==> src/rtl/miriscv_decode_pkg.sv <==
`default_nettype none
// ============================================================================
//  Module      : miriscv_decode_pkg
//  Description : Types, encodings and immediate helper for the decode stage.
//  Revision    : 1.0 - initial release
// ============================================================================
package miriscv_decode_pkg;

    // Fence serialisation FSM
    typedef enum logic [1:0] {
        RUN        = 2'd0,
        FENCE_HOLD = 2'd1,
        FENCE_WAIT = 2'd2
    } fsm_state_e;

    // Write-back source select
    localparam logic [2:0] ALU_DATA = 3'd0;
    localparam logic [2:0] MDU_DATA = 3'd1;
    localparam logic [2:0] LSU_DATA = 3'd2;
    localparam logic [2:0] PC_DATA  = 3'd3;
    localparam logic [2:0] IMM_DATA = 3'd4;

    typedef enum logic [2:0] {
        IMM_NONE = 3'd0,
        IMM_I    = 3'd1,
        IMM_S    = 3'd2,
        IMM_B    = 3'd3,
        IMM_U    = 3'd4,
        IMM_J    = 3'd5
    } imm_type_e;

    typedef struct packed {
        logic [4:0]  rs1;
        logic [4:0]  rs2;
        logic [4:0]  rd;
        logic [31:0] imm;
        logic        op1_sel;
        logic        op2_sel;
        logic [3:0]  alu_op;
        logic        mdu_req;
        logic [2:0]  mdu_op;
        logic        mem_req;
        logic        mem_we;
        logic [2:0]  mem_size;
        logic        wb_we;
        logic [2:0]  wb_src;
        logic        branch;
        logic        jal;
        logic        jalr;
        logic        fence;
        logic        illegal;
    } decoded_t;

    // Sign-extended immediate for the given instruction format
    function automatic logic [31:0] gen_imm(input logic [31:0] ins, input imm_type_e t);
        logic [31:0] v;
        case (t)
            IMM_I:   v = {{21{ins[31]}}, ins[30:20]};
            IMM_S:   v = {{21{ins[31]}}, ins[30:25], ins[11:7]};
            IMM_B:   v = {{20{ins[31]}}, ins[7], ins[30:25], ins[11:8], 1'b0};
            IMM_U:   v = {ins[31:12], 12'h000};
            IMM_J:   v = {{12{ins[31]}}, ins[19:12], ins[20], ins[30:21], 1'b0};
            default: v = 32'h0;
        endcase
        return v;
    endfunction

endpackage
`default_nettype wire

==> src/rtl/miriscv_opcodes_pkg.sv <==
`default_nettype none
// ============================================================================
//  Module      : miriscv_opcodes_pkg
//  Description : RV32I major opcode constants for the miriscv core.
//  Revision    : 1.0 - initial release
// ============================================================================
package miriscv_opcodes_pkg;

    localparam logic [6:0] c_opc_lui    = 7'b0110111;
    localparam logic [6:0] c_opc_auipc  = 7'b0010111;
    localparam logic [6:0] c_opc_jal    = 7'b1101111;
    localparam logic [6:0] c_opc_jalr   = 7'b1100111;
    localparam logic [6:0] c_opc_branch = 7'b1100011;
    localparam logic [6:0] c_opc_load   = 7'b0000011;
    localparam logic [6:0] c_opc_store  = 7'b0100011;
    localparam logic [6:0] c_opc_opimm  = 7'b0010011;
    localparam logic [6:0] c_opc_op     = 7'b0110011;
    localparam logic [6:0] c_opc_fence  = 7'b0001111;
    localparam logic [6:0] c_opc_system = 7'b1110011;

endpackage
`default_nettype wire

==> src/rtl/miriscv_decode_logic.sv <==
`default_nettype none
// ============================================================================
//  Module      : miriscv_decode_logic
//  Description : Combinational RV32I(M/E) instruction decoder with legality.
//  Revision    : 1.0 - initial release
// ============================================================================
module miriscv_decode_logic
    import miriscv_opcodes_pkg::*;
    import miriscv_decode_pkg::*;
#(
    parameter int unsigned RV32M = 1,
    parameter int unsigned RV32E = 0
) (
    input  logic [31:0] i_instr,
    output decoded_t    o_dec
);

    logic [6:0] w_opc;
    logic [2:0] w_f3;
    logic [6:0] w_f7;
    imm_type_e  w_imm_type;
    logic       w_known, w_bad, w_use_rs1, w_use_rs2, w_use_rd, w_e_bad;
    decoded_t   w_dec;

    assign w_opc = i_instr[6:0];
    assign w_f3  = i_instr[14:12];
    assign w_f7  = i_instr[31:25];

    // Field decode, format legality and forced suppression of side effects
    always_comb begin
        w_dec          = '0;
        w_dec.rs1      = i_instr[19:15];
        w_dec.rs2      = i_instr[24:20];
        w_dec.rd       = i_instr[11:7];
        w_imm_type     = IMM_NONE;
        w_known        = 1'b1;
        w_bad          = 1'b0;
        w_use_rs1      = 1'b0;
        w_use_rs2      = 1'b0;
        w_use_rd       = 1'b0;
        case (w_opc)
            c_opc_lui: begin
                w_imm_type = IMM_U; w_use_rd = 1'b1;
                w_dec.op2_sel = 1'b1; w_dec.wb_we = 1'b1; w_dec.wb_src = IMM_DATA;
            end
            c_opc_auipc: begin
                w_imm_type = IMM_U; w_use_rd = 1'b1;
                w_dec.op1_sel = 1'b1; w_dec.op2_sel = 1'b1;
                w_dec.wb_we = 1'b1; w_dec.wb_src = ALU_DATA;
            end
            c_opc_jal: begin
                w_imm_type = IMM_J; w_use_rd = 1'b1; w_dec.jal = 1'b1;
                w_dec.op1_sel = 1'b1; w_dec.op2_sel = 1'b1;
                w_dec.wb_we = 1'b1; w_dec.wb_src = PC_DATA;
            end
            c_opc_jalr: begin
                w_imm_type = IMM_I; w_use_rs1 = 1'b1; w_use_rd = 1'b1; w_dec.jalr = 1'b1;
                w_dec.op2_sel = 1'b1; w_dec.wb_we = 1'b1; w_dec.wb_src = PC_DATA;
                w_bad = (w_f3 != 3'd0);
            end
            c_opc_branch: begin
                w_imm_type = IMM_B; w_use_rs1 = 1'b1; w_use_rs2 = 1'b1; w_dec.branch = 1'b1;
                w_dec.alu_op = {1'b0, w_f3};
                w_bad = (w_f3 == 3'd2) || (w_f3 == 3'd3);
            end
            c_opc_load: begin
                w_imm_type = IMM_I; w_use_rs1 = 1'b1; w_use_rd = 1'b1;
                w_dec.op2_sel = 1'b1; w_dec.mem_req = 1'b1; w_dec.mem_size = w_f3;
                w_dec.wb_we = 1'b1; w_dec.wb_src = LSU_DATA;
                w_bad = (w_f3 == 3'd3) || (w_f3[2:1] == 2'b11);
            end
            c_opc_store: begin
                w_imm_type = IMM_S; w_use_rs1 = 1'b1; w_use_rs2 = 1'b1;
                w_dec.op2_sel = 1'b1; w_dec.mem_req = 1'b1; w_dec.mem_we = 1'b1;
                w_dec.mem_size = w_f3;
                w_bad = (w_f3 > 3'd2);
            end
            c_opc_opimm: begin
                w_imm_type = IMM_I; w_use_rs1 = 1'b1; w_use_rd = 1'b1;
                w_dec.op2_sel = 1'b1; w_dec.wb_we = 1'b1; w_dec.wb_src = ALU_DATA;
                // Only shift-right carries a funct7 qualifier (SRAI)
                w_dec.alu_op = {(w_f3 == 3'd5) && i_instr[30], w_f3};
                if (w_f3 == 3'd1)
                    w_bad = (w_f7 != 7'h00);
                else if (w_f3 == 3'd5)
                    w_bad = (w_f7 != 7'h00) && (w_f7 != 7'h20);
            end
            c_opc_op: begin
                w_use_rs1 = 1'b1; w_use_rs2 = 1'b1; w_use_rd = 1'b1;
                w_dec.wb_we  = 1'b1;
                w_dec.alu_op = {w_f7 == 7'h20, w_f3};
                if (w_f7 == 7'h01) begin
                    w_dec.mdu_req = 1'b1;
                    w_dec.mdu_op  = w_f3;
                    w_dec.wb_src  = MDU_DATA;
                    w_bad         = (RV32M == 0);
                end else if (w_f7 == 7'h20) begin
                    w_dec.wb_src = ALU_DATA;
                    w_bad        = (w_f3 != 3'd0) && (w_f3 != 3'd5);
                end else begin
                    w_dec.wb_src = ALU_DATA;
                    w_bad        = (w_f7 != 7'h00);
                end
            end
            c_opc_fence: begin
                w_dec.fence = 1'b1;
                w_bad       = (w_f3 != 3'd0);
            end
            c_opc_system: begin
                // CSR forms read rs1 and name rd, so both count for RV32E
                w_imm_type = IMM_I; w_use_rs1 = 1'b1; w_use_rd = 1'b1;
            end
            default: w_known = 1'b0;
        endcase

        w_e_bad = (RV32E != 0) && ((w_use_rs1 && i_instr[19]) ||
                                   (w_use_rs2 && i_instr[24]) ||
                                   (w_use_rd  && i_instr[11]));

        w_dec.imm     = gen_imm(i_instr, w_imm_type);
        w_dec.illegal = !w_known || w_bad || w_e_bad;
        // Illegal entries still flow but must not cause architectural effects
        if (w_dec.illegal) begin
            w_dec.wb_we   = 1'b0;
            w_dec.mem_req = 1'b0;
            w_dec.mdu_req = 1'b0;
        end
    end

    assign o_dec = w_dec;

endmodule
`default_nettype wire

==> src/rtl/miriscv_decode_stage.sv <==
`default_nettype none
// ============================================================================
//  Module      : miriscv_decode_stage
//  Description : Registered decode stage with 2-entry skid buffer, FENCE
//                serialisation FSM and saturating illegal-instruction counter.
//  Revision    : 1.0 - initial release
// ============================================================================
module miriscv_decode_stage
    import miriscv_decode_pkg::*;
#(
    parameter int unsigned XLEN  = 32,
    parameter int unsigned RV32M = 1,
    parameter int unsigned RV32E = 0,
    parameter int unsigned CNT_W = 16
) (
    input  logic             clk_i,
    input  logic             arstn_i,
    input  logic             flush_i,
    input  logic             f_valid_i,
    output logic             f_ready_o,
    input  logic [31:0]      f_instr_i,
    input  logic [XLEN-1:0]  f_pc_i,
    output logic             d_valid_o,
    input  logic             d_ready_i,
    output logic [XLEN-1:0]  d_pc_o,
    output logic [4:0]       d_rs1_addr_o,
    output logic [4:0]       d_rs2_addr_o,
    output logic [4:0]       d_rd_addr_o,
    output logic [XLEN-1:0]  d_imm_o,
    output logic             d_op1_sel_o,
    output logic             d_op2_sel_o,
    output logic [3:0]       d_alu_op_o,
    output logic             d_mdu_req_o,
    output logic [2:0]       d_mdu_op_o,
    output logic             d_mem_req_o,
    output logic             d_mem_we_o,
    output logic [2:0]       d_mem_size_o,
    output logic             d_wb_we_o,
    output logic [2:0]       d_wb_src_sel_o,
    output logic             d_branch_o,
    output logic             d_jal_o,
    output logic             d_jalr_o,
    output logic             d_fence_o,
    output logic             d_illegal_o,
    input  logic             fence_done_i,
    output logic [CNT_W-1:0] illegal_cnt_o
);

    decoded_t         w_dec;
    decoded_t         r_out, r_skid;
    logic             r_out_vld, r_skid_vld;
    logic [XLEN-1:0]  r_out_pc, r_skid_pc;
    fsm_state_e       r_state;
    logic [CNT_W-1:0] r_cnt;
    logic             w_accept, w_handoff;

    miriscv_decode_logic #(
        .RV32M (RV32M),
        .RV32E (RV32E)
    ) u_decode (
        .i_instr (f_instr_i),
        .o_dec   (w_dec)
    );

    assign f_ready_o = !r_skid_vld && (r_state == RUN);
    assign w_accept  = f_valid_i && f_ready_o && !flush_i;
    assign w_handoff = r_out_vld && d_ready_i;

    // Output/skid registers: skid drains first so fetch order is preserved
    always_ff @(posedge clk_i) begin
        if (!arstn_i) begin
            r_out_vld  <= 1'b0;
            r_skid_vld <= 1'b0;
            r_out      <= '0;
            r_skid     <= '0;
            r_out_pc   <= '0;
            r_skid_pc  <= '0;
        end else if (flush_i) begin
            r_out_vld  <= 1'b0;
            r_skid_vld <= 1'b0;
        end else if (!r_out_vld || w_handoff) begin
            if (r_skid_vld) begin
                r_out      <= r_skid;
                r_out_pc   <= r_skid_pc;
                r_out_vld  <= 1'b1;
                r_skid_vld <= 1'b0;
            end else if (w_accept) begin
                r_out      <= w_dec;
                r_out_pc   <= f_pc_i;
                r_out_vld  <= 1'b1;
            end else begin
                r_out_vld  <= 1'b0;
            end
        end else if (w_accept) begin
            r_skid     <= w_dec;
            r_skid_pc  <= f_pc_i;
            r_skid_vld <= 1'b1;
        end
    end

    // FENCE serialisation: block fetch until the fence has left and memory drained
    always_ff @(posedge clk_i) begin
        if (!arstn_i || flush_i) begin
            r_state <= RUN;
        end else begin
            case (r_state)
                RUN:        if (w_accept && w_dec.fence && !w_dec.illegal) r_state <= FENCE_HOLD;
                FENCE_HOLD: if (w_handoff && r_out.fence && !r_out.illegal) r_state <= FENCE_WAIT;
                FENCE_WAIT: if (fence_done_i) r_state <= RUN;
                default:    r_state <= RUN;
            endcase
        end
    end

    // Saturating count of illegal entries handed to execute
    always_ff @(posedge clk_i) begin
        if (!arstn_i)
            r_cnt <= '0;
        else if (w_handoff && r_out.illegal && (r_cnt != {CNT_W{1'b1}}))
            r_cnt <= r_cnt + 1'b1;
    end

    generate
        if (XLEN > 32) begin : g_imm_wide
            assign d_imm_o = {{(XLEN-32){r_out.imm[31]}}, r_out.imm};
        end else begin : g_imm_narrow
            assign d_imm_o = r_out.imm[XLEN-1:0];
        end
    endgenerate

    assign d_valid_o      = r_out_vld;
    assign d_pc_o         = r_out_pc;
    assign d_rs1_addr_o   = r_out.rs1;
    assign d_rs2_addr_o   = r_out.rs2;
    assign d_rd_addr_o    = r_out.rd;
    assign d_op1_sel_o    = r_out.op1_sel;
    assign d_op2_sel_o    = r_out.op2_sel;
    assign d_alu_op_o     = r_out.alu_op;
    assign d_mdu_req_o    = r_out.mdu_req;
    assign d_mdu_op_o     = r_out.mdu_op;
    assign d_mem_req_o    = r_out.mem_req;
    assign d_mem_we_o     = r_out.mem_we;
    assign d_mem_size_o   = r_out.mem_size;
    assign d_wb_we_o      = r_out.wb_we;
    assign d_wb_src_sel_o = r_out.wb_src;
    assign d_branch_o     = r_out.branch;
    assign d_jal_o        = r_out.jal;
    assign d_jalr_o       = r_out.jalr;
    assign d_fence_o      = r_out.fence;
    assign d_illegal_o    = r_out.illegal;
    assign illegal_cnt_o  = r_cnt;

endmodule
`default_nettype wire

==> config.mk <==
export PLATFORM = sky130hd
export DESIGN_NAME = miriscv_decode_stage
export DESIGN_NICKNAME = d
export VERILOG_FILES = /design/src/rtl/miriscv_decode_pkg.sv /design/src/rtl/miriscv_opcodes_pkg.sv /design/src/rtl/miriscv_decode_logic.sv /design/src/rtl/miriscv_decode_stage.sv
export SDC_FILE = /design/constraint.sdc
export NUM_CORES = 1
export LEC_CHECK = 0
export CAP_MARGIN = 20
export CELL_PAD_IN_SITES_DETAIL_PLACEMENT = 0
export CELL_PAD_IN_SITES_GLOBAL_PLACEMENT = 1
export CORE_MARGIN = 2
export CORE_UTILIZATION = 35
export CTS_CLUSTER_DIAMETER = 150
export CTS_CLUSTER_SIZE = 24
export DETAILED_ROUTE_END_ITERATION = 16
export PLACE_DENSITY = 0.81
export SYNTH_ARGS = -nofsm -noshare
export SYNTH_HDL_FRONTEND = slang
export SYNTH_SLANG_ARGS = --single-unit
==> constraint.sdc <==
create_clock -name clk_i -period 3.85 [get_ports clk_i]
set_clock_uncertainty 0.05 [all_clocks]
set_input_delay 0.385 -clock clk_i [delete_from_list [all_inputs] [get_ports clk_i]]
set_output_delay 0.385 -clock clk_i [all_outputs]
set_load 0.1 [all_outputs]
==> out/metrics.cfg, run 1 <==
[critical_path]
crit_fanout=18
r2r_end=d_imm_o[13]
crit_required_ps=4120
critical_path_class=in2reg
startpoint_type=primary input
crit_path_end_kind=register
arrival_ps=2930
rr_worst_depth=5
reg2reg_from=r_skid_vld
regToRegSetupSlack_ps=1380

[min_path]
hp-class=reg2reg
min_from=r_skid_pc[31]
worstHoldPathCells=2
holdPathEnd=r_skid_pc[31]

[floorplan]
rows=61
start_util_pct=35.3
die_h_um=171
die_x_um=171
core_area_um2=27600
die_area_um2=29200
pin_count=191

[clocking]
cts_tree=built
cts-root-buf=clkbuf_16
numCtsBuffers=13
clockBufferDepth=3
cts_setup_buffers=0
clock_sinks=226
cts_repair_resize_count=0
clkTransAtPathRegs_ps=90
clk_latency_ps=480
cts_hold_buf=0
cts_max_level=1

[place]
numPortBuffers=190
dp_hpwl_um=18500
place_congestion=0.887
place_ws_ps=714

[drt]
drcViolationCount=0
routed_wl_um=28300
routedWlPerCell_um=16.8
dr.pass1.iters=5
ant_nets=0
viasPerCell=5.23
routed-via-count=8805
first_iter_violations=693

[sta]
max_freq_ghz=0.375
grt_setup_unrepaired=false
finalHoldViolCount=0
relSlewSlack_pct=30.0
finalCriticalPeriod_ps=2670
tightest_slew_ps=1050
timing.hold.ws_ps=408
finalCritPeriodShare_pct=69.2
setup_viol=0
setup_tns_ps=0
report.final.slew_viol_count=0
setup_ws_ps=1180

[finish]
fill_cells=2765
nets=1376
multi_input_area_um2=4820
regArea_um2=4530
areaGrowthSynthToFinish_pct=26.0
final_util_pct=44.5
drive_gt1_share_pct=4.90

[synth]
synth_ff_type=dfxtp_1
async_flop_share_pct=0
ys_types=63
ys_warn_count=0
synth_area_um2=9750
synth_edf_count=0
syn_area_per_cell_um2=8.26
synth-seq-cells=226
netlist_instances=1180
seq_area_frac_synth_pct=46.4
synth_nets=1251

[pwr]
ir_worst_vdd_uv=281
cellPowerDensity_nw_per_um2=376
power_leakage_nw=3.87

[flow_run]
maxCapViolCount=0

[global_route]
antenna_found_initial=0
grt_max_degree=98
first_global_vias=8088
grt.total_usage_pct=18.8
grt_overflow=0
grt_pass1_wl_um=44400

[run_status]
outcome=finished clean

==> synthesized netlist by cell type, types with 5 or more instances <==
cell type | number | area [µm²]
buf_2 | 24 | 120
or3_1 | 5 | 31.3
nand2b_1 | 5 | 31.3
a21o_1 | 5 | 37.5
o21ai_1 | 7 | 35.0
dfxtp_1 | 226 | 4520
nor2b_1 | 6 | 37.5
a221oi_1 | 15 | 131
a311oi_1 | 8 | 70.1
nor2_1 | 137 | 514
o21ai_0 | 60 | 300
and2_1 | 5 | 31.3
and3_1 | 7 | 43.8
a21oi_1 | 127 | 636
inv_1 | 7 | 26.3
clkbuf_1 | 72 | 270
nand4_1 | 6 | 37.5
xor2_1 | 6 | 52.6
mux2i_1 | 50 | 500
xnor2_1 | 9 | 78.8
a211oi_1 | 69 | 518
nor4_1 | 8 | 50.1
nand2_1 | 177 | 664
nand3_1 | 44 | 220
nor3_1 | 20 | 100
a22o_1 | 10 | 87.6
==> worst max path at each step <==
stage,cells after the start,from,endpoint
CTS,7,f_instr_i[6],d_imm_o[13]
global route,7,f_instr_i[2],d_imm_o[13]
floorplan,4,r_skid_vld,f_ready_o
finish,7,f_instr_i[3],d_imm_o[13]
detailed placement,7,f_instr_i[6],d_imm_o[13]
global placement,7,f_instr_i[6],d_imm_o[19]
==> through the flow <==
step,total power (W),cells,area [µm²]
final,0.00462,1684,12300
after global routing,0.00480,1683,12300
after global placement,0.00326,1668,11900
after detailed placement,0.00326,1668,11900
after floorplan,0.00300,1180,9750
after CTS,0.00469,1683,12300
==> metal layers <==
layer / share of wire (%) / track usage, % / wire length [µm]
met1: 50 / 28.1 / 14200
met4: 1.4 / 3.83 / 401
met5: 0 / 0 / 0
met3: 5.5 / 3.05 / 1560
met2: 43 / 28.3 / 12100
==> final cells by class <==
cell class,count,area share (%)
Antenna cell,1,0.0204
Clock buffer,14,2.68
Clock inverter,1,0.132
Inverter,7,0.255
Multi-Input combinational cell,847,39.2
Sequential cell,226,36.9
Tap cell,378,3.85
Timing Repair Buffer,210,17.0
==> cells in the final DEF, fill, tap and decap left out, types with 9 or more instances in the layout <==
master	netlist	final
a211oi_1	69	69
a21oi_1	127	127
a221oi_1	15	15
a22o_1	10	10
buf_4	0	18
clkbuf_16	0	13
clkdlybuf4s50_1	0	189
dfxtp_1	226	225
mux2i_1	50	50
nand2_1	177	177
nand3_1	44	43
nor2_1	137	136
nor3_1	20	20
o21ai_0	60	60
xnor2_1	9	9
==> report_power, final <==
part / total [W] / internal (W) / switching [W] / leakage, nW
Sequential: 0.00242 / 0.00239 / 0.0000305 / 1.83
Combinational: 0.000786 / 0.000218 / 0.000568 / 1.87
Clock: 0.00141 / 0.000625 / 0.000790 / 0.169
Total: 0.00462 / 0.00323 / 0.00139 / 3.87
==> state kept, by name, summed over array words and instances (netlist names), 2 cells and up <==
register        count
r_skid             71
d_rs1_addr_o        5
d_mem_size_o        3
r_state             2
d_rs2_addr_o        5
d_imm_o            32
illegal_cnt_o      16
d_alu_op_o          4
d_mdu_op_o          3
d_pc_o             32
r_skid_pc          32
d_rd_addr_o         5
d_wb_src_sel_o      3
==> critical path: stages <==
cell and delay [ps]:
clkdlybuf4s50_1 690, or3b_4 530, a21oi_4 420, nor3_2 60
buf_4 180, nor2b_1 490, a221oi_1 170
==> cells by family after synthesis <==
family | count (synthesis) | share of synthesized area, %
and+or+nand+nor | 449 | 20.9
AOI/OAI and AO/OA | 332 | 21.6
DFF | 226 | 46.4
buffers and inverters | 107 | 4.43
muxes | 50 | 5.13
xor gates and xnor gates | 15 | 1.35
adders and majority gates | 1 | 0.128
No activity file was read; power rests on OpenSTA's default activity.
==> inputs of run 2 (changes only) <==
Settings changed: PLACE_DENSITY 0.81 to 0.84.
Clock period 3.85 ns to 2.2 ns, I/O delays scaled along.
==> out/metrics.cfg, run 2 (same netlist as run 1, synthesis figures left out) <==
[finish]
largest_register=r_skid  ; unchanged
final_util_pct=46.4  ; was 44.5%
fill_cells=2735  ; was 2765
drive_gt1_share_pct=20.8  ; was 4.90%
nets=1465  ; was 1376
largest_reg_flops=71  ; unchanged
layout_common_cells=buf_4, dfxtp_1, nand2_1, nor2_1, a21oi_1  ; was dfxtp_1, clkdlybuf4s50_1, nand2_1, nor2_1, a21oi_1
mostFrequentLayoutCell=buf_4  ; was dfxtp_1
final_cells=1774  ; was 1684
areaGrowthSynthToFinish_pct=31.5  ; was 26.0%

[critical_path]
critical-path-max-stage-delay_ps=640  ; was 690 ps
crit_fanout=70  ; was 18
startpoint_type=register  ; was primary input
r2r_end=d_mdu_req_o  ; was d_imm_o[13]
crit_slowest_cell=buf_4  ; was clkdlybuf4s50_1
rr_worst_depth=7  ; was 5
reg2reg_from=r_state[0]  ; was r_skid_vld
arrival_ps=1820  ; was 2930 ps
crit_family=buffers and inverters  ; was simple AND/OR/NAND/NOR gates
regToRegSetupSlack_ps=240  ; was 1380 ps
crit_path_end_kind=output port  ; was register
critical_path_class=reg2out  ; was in2reg
crit_chain=buf_4 > nor3_4 > buf_12  ; was clkdlybuf4s50_1 > or3b_4 > a21oi_4 > nor3_2 > buf_4 > nor2b_1 > a221oi_1
crit_required_ps=1930  ; was 4120 ps
critical_path_buf_inv_count=2  ; unchanged

[drt]
ant_nets=0  ; unchanged
routedWlPerCell_um=16.2  ; was 16.8 µm
first_iter_violations=767  ; was 693
routed_wl_um=28700  ; was 28300 µm
dr.pass1.iters=5  ; unchanged
routed-via-count=9117  ; was 8805
viasPerCell=5.14  ; was 5.23
drcViolationCount=0  ; unchanged

[place]
place_congestion=0.866  ; was 0.887
numPortBuffers=190  ; unchanged
place_inst=1757  ; was 1668
dp_hpwl_um=20000  ; was 18500 µm

[clocking]
clkTransAtPathRegs_ps=100  ; was 90 ps
clockBufferDepth=3  ; unchanged
clock_sinks=226  ; unchanged
numCtsBuffers=13  ; unchanged
cts_setup_buffers=0  ; unchanged
cts_max_level=1  ; unchanged
cts_tree=built  ; unchanged
cts-root-buf=clkbuf_16  ; unchanged
cts_hold_buf=0  ; unchanged
clk_latency_ps=490  ; was 480 ps

[run_status]
outcome=finished clean  ; unchanged

[flow_run]
maxCapViolCount=0  ; unchanged

[global_route]
grt_max_degree=96  ; was 98
antenna_found_initial=1  ; was 0
first_global_vias=8267  ; was 8088
grt_pass1_wl_um=44700  ; was 44400 µm
grt_overflow=0  ; unchanged
grt.total_usage_pct=18.9  ; was 18.8%

[min_path]
worstHoldPathCells=3  ; was 2
min_from=f_pc_i[23]  ; was r_skid_pc[31]
holdPathEnd=r_skid_pc[23]  ; was r_skid_pc[31]
hp-class=in2reg  ; was reg2reg

[pwr]
p_seq_share_pct=51.6  ; was 52.3%
netSwitchingFraction_pct=30.3  ; was 30.1%
power_leakage_nw=4.59  ; was 3.87 nW
p_int_w=0.00572  ; was 0.00323 W
cellPowerDensity_nw_per_um2=639  ; was 376 nW/µm²
pwr-share-clk_pct=30.8  ; was 30.6%
comb_power_share_pct=17.6  ; was 17.0%
p_switching_w=0.00248  ; was 0.00139 W
ir_worst_vdd_uv=445  ; was 281 µV

[floorplan]
rows=61  ; unchanged
die_area_um2=29200  ; unchanged
pin_count=191  ; unchanged
die_x_um=171  ; unchanged
die_h_um=171  ; unchanged
start_util_pct=35.3  ; unchanged
core_area_um2=27600  ; unchanged

[sta]
report.final.slew_viol_count=0  ; unchanged
timing.hold.ws_ps=243  ; was 408 ps
finalCritPeriodShare_pct=94.9
setup_viol=0  ; unchanged
setup_tns_ps=0  ; unchanged
tightest_slew_ps=821  ; was 1050 ps
grt_setup_unrepaired=false  ; unchanged
max_freq_ghz=0.479
finalCriticalPeriod_ps=2090
finalHoldViolCount=0  ; unchanged
relSlewSlack_pct=45.3  ; was 30.0%

## run 2: power groups by stage
stage	sequential (W)	clock, W	combinational, W
floorplan	0.00490	0	0.000355
global placement	0.00432	0	0.00144
detailed placement	0.00433	0	0.00144
CTS	0.00423	0.00262	0.00145
global route	0.00424	0.00273	0.00152
finish	0.00423	0.00252	0.00144
## run 2: worst max-delay path by stage
stage                       endpoint              from  slack, ps  depth (start not counted)
floorplan           illegal_cnt_o[6]  illegal_cnt_o[2]         10                          6
global placement         d_illegal_o     f_instr_i[28]       -290                          8
detailed placement       d_illegal_o     f_instr_i[28]       -260                          8
CTS                        f_ready_o        r_skid_vld         80                          3
global route               f_ready_o        r_skid_vld         20                          3
finish                     f_ready_o        r_skid_vld        110                          3
## run 2: through the flow
step	instance area [µm²]	total power (W)	worst slack, ps
5_1_grt	12800	0.00849	19.0
2_1_floorplan	9780	0.00525	11.0
4_1_cts	12800	0.00829	80.7
6_report	12800	0.00820	113
3_3_place_gp	12500	0.00576	-285
3_5_place_dp	12500	0.00577	-260
## run 2: final cells by class
class / instances / area [µm²] / share of cell area [%]
clock buffers: 14 / 329 / 2.57
inverters: 7 / 31.3 / 0.244
repair buffers: 299 / 2580 / 20.1
multi-input cells: 847 / 4830 / 37.7
well taps: 378 / 473 / 3.69
flip-flops and latches: 226 / 4550 / 35.5
diodes: 1 / 2.50 / 0.0195
clock inverters: 2 / 25.0 / 0.195
## run 2: timing repair
item	CTS	global route
hold endpoints to repair	0	0
resized for setup	0	1
setup endpoints to repair	0	7
## run 2: metal layers
layer / wire, µm / part of all wire [%] / vias to the layer above / track usage, %
met4: 568 / 2.0 / 0 / 3.87
met1: 13500 / 47 / 4261 / 27.1
met2: 12900 / 45 / 243 / 30.0
met5: 0 / 0 / - / 0
met3: 1710 / 6.0 / 31 / 3.19
li1: - / - / 4582 / -
## run 2: worst reg2reg max path, delay by kind of cell, from the launching register on
family / cells / cell delay, ps
AO/OA/AOI/OAI: 2 / 420
buffers and inverters: 2 / 360
flip-flops: 1 / 350
AND/OR/NAND/NOR: 3 / 660
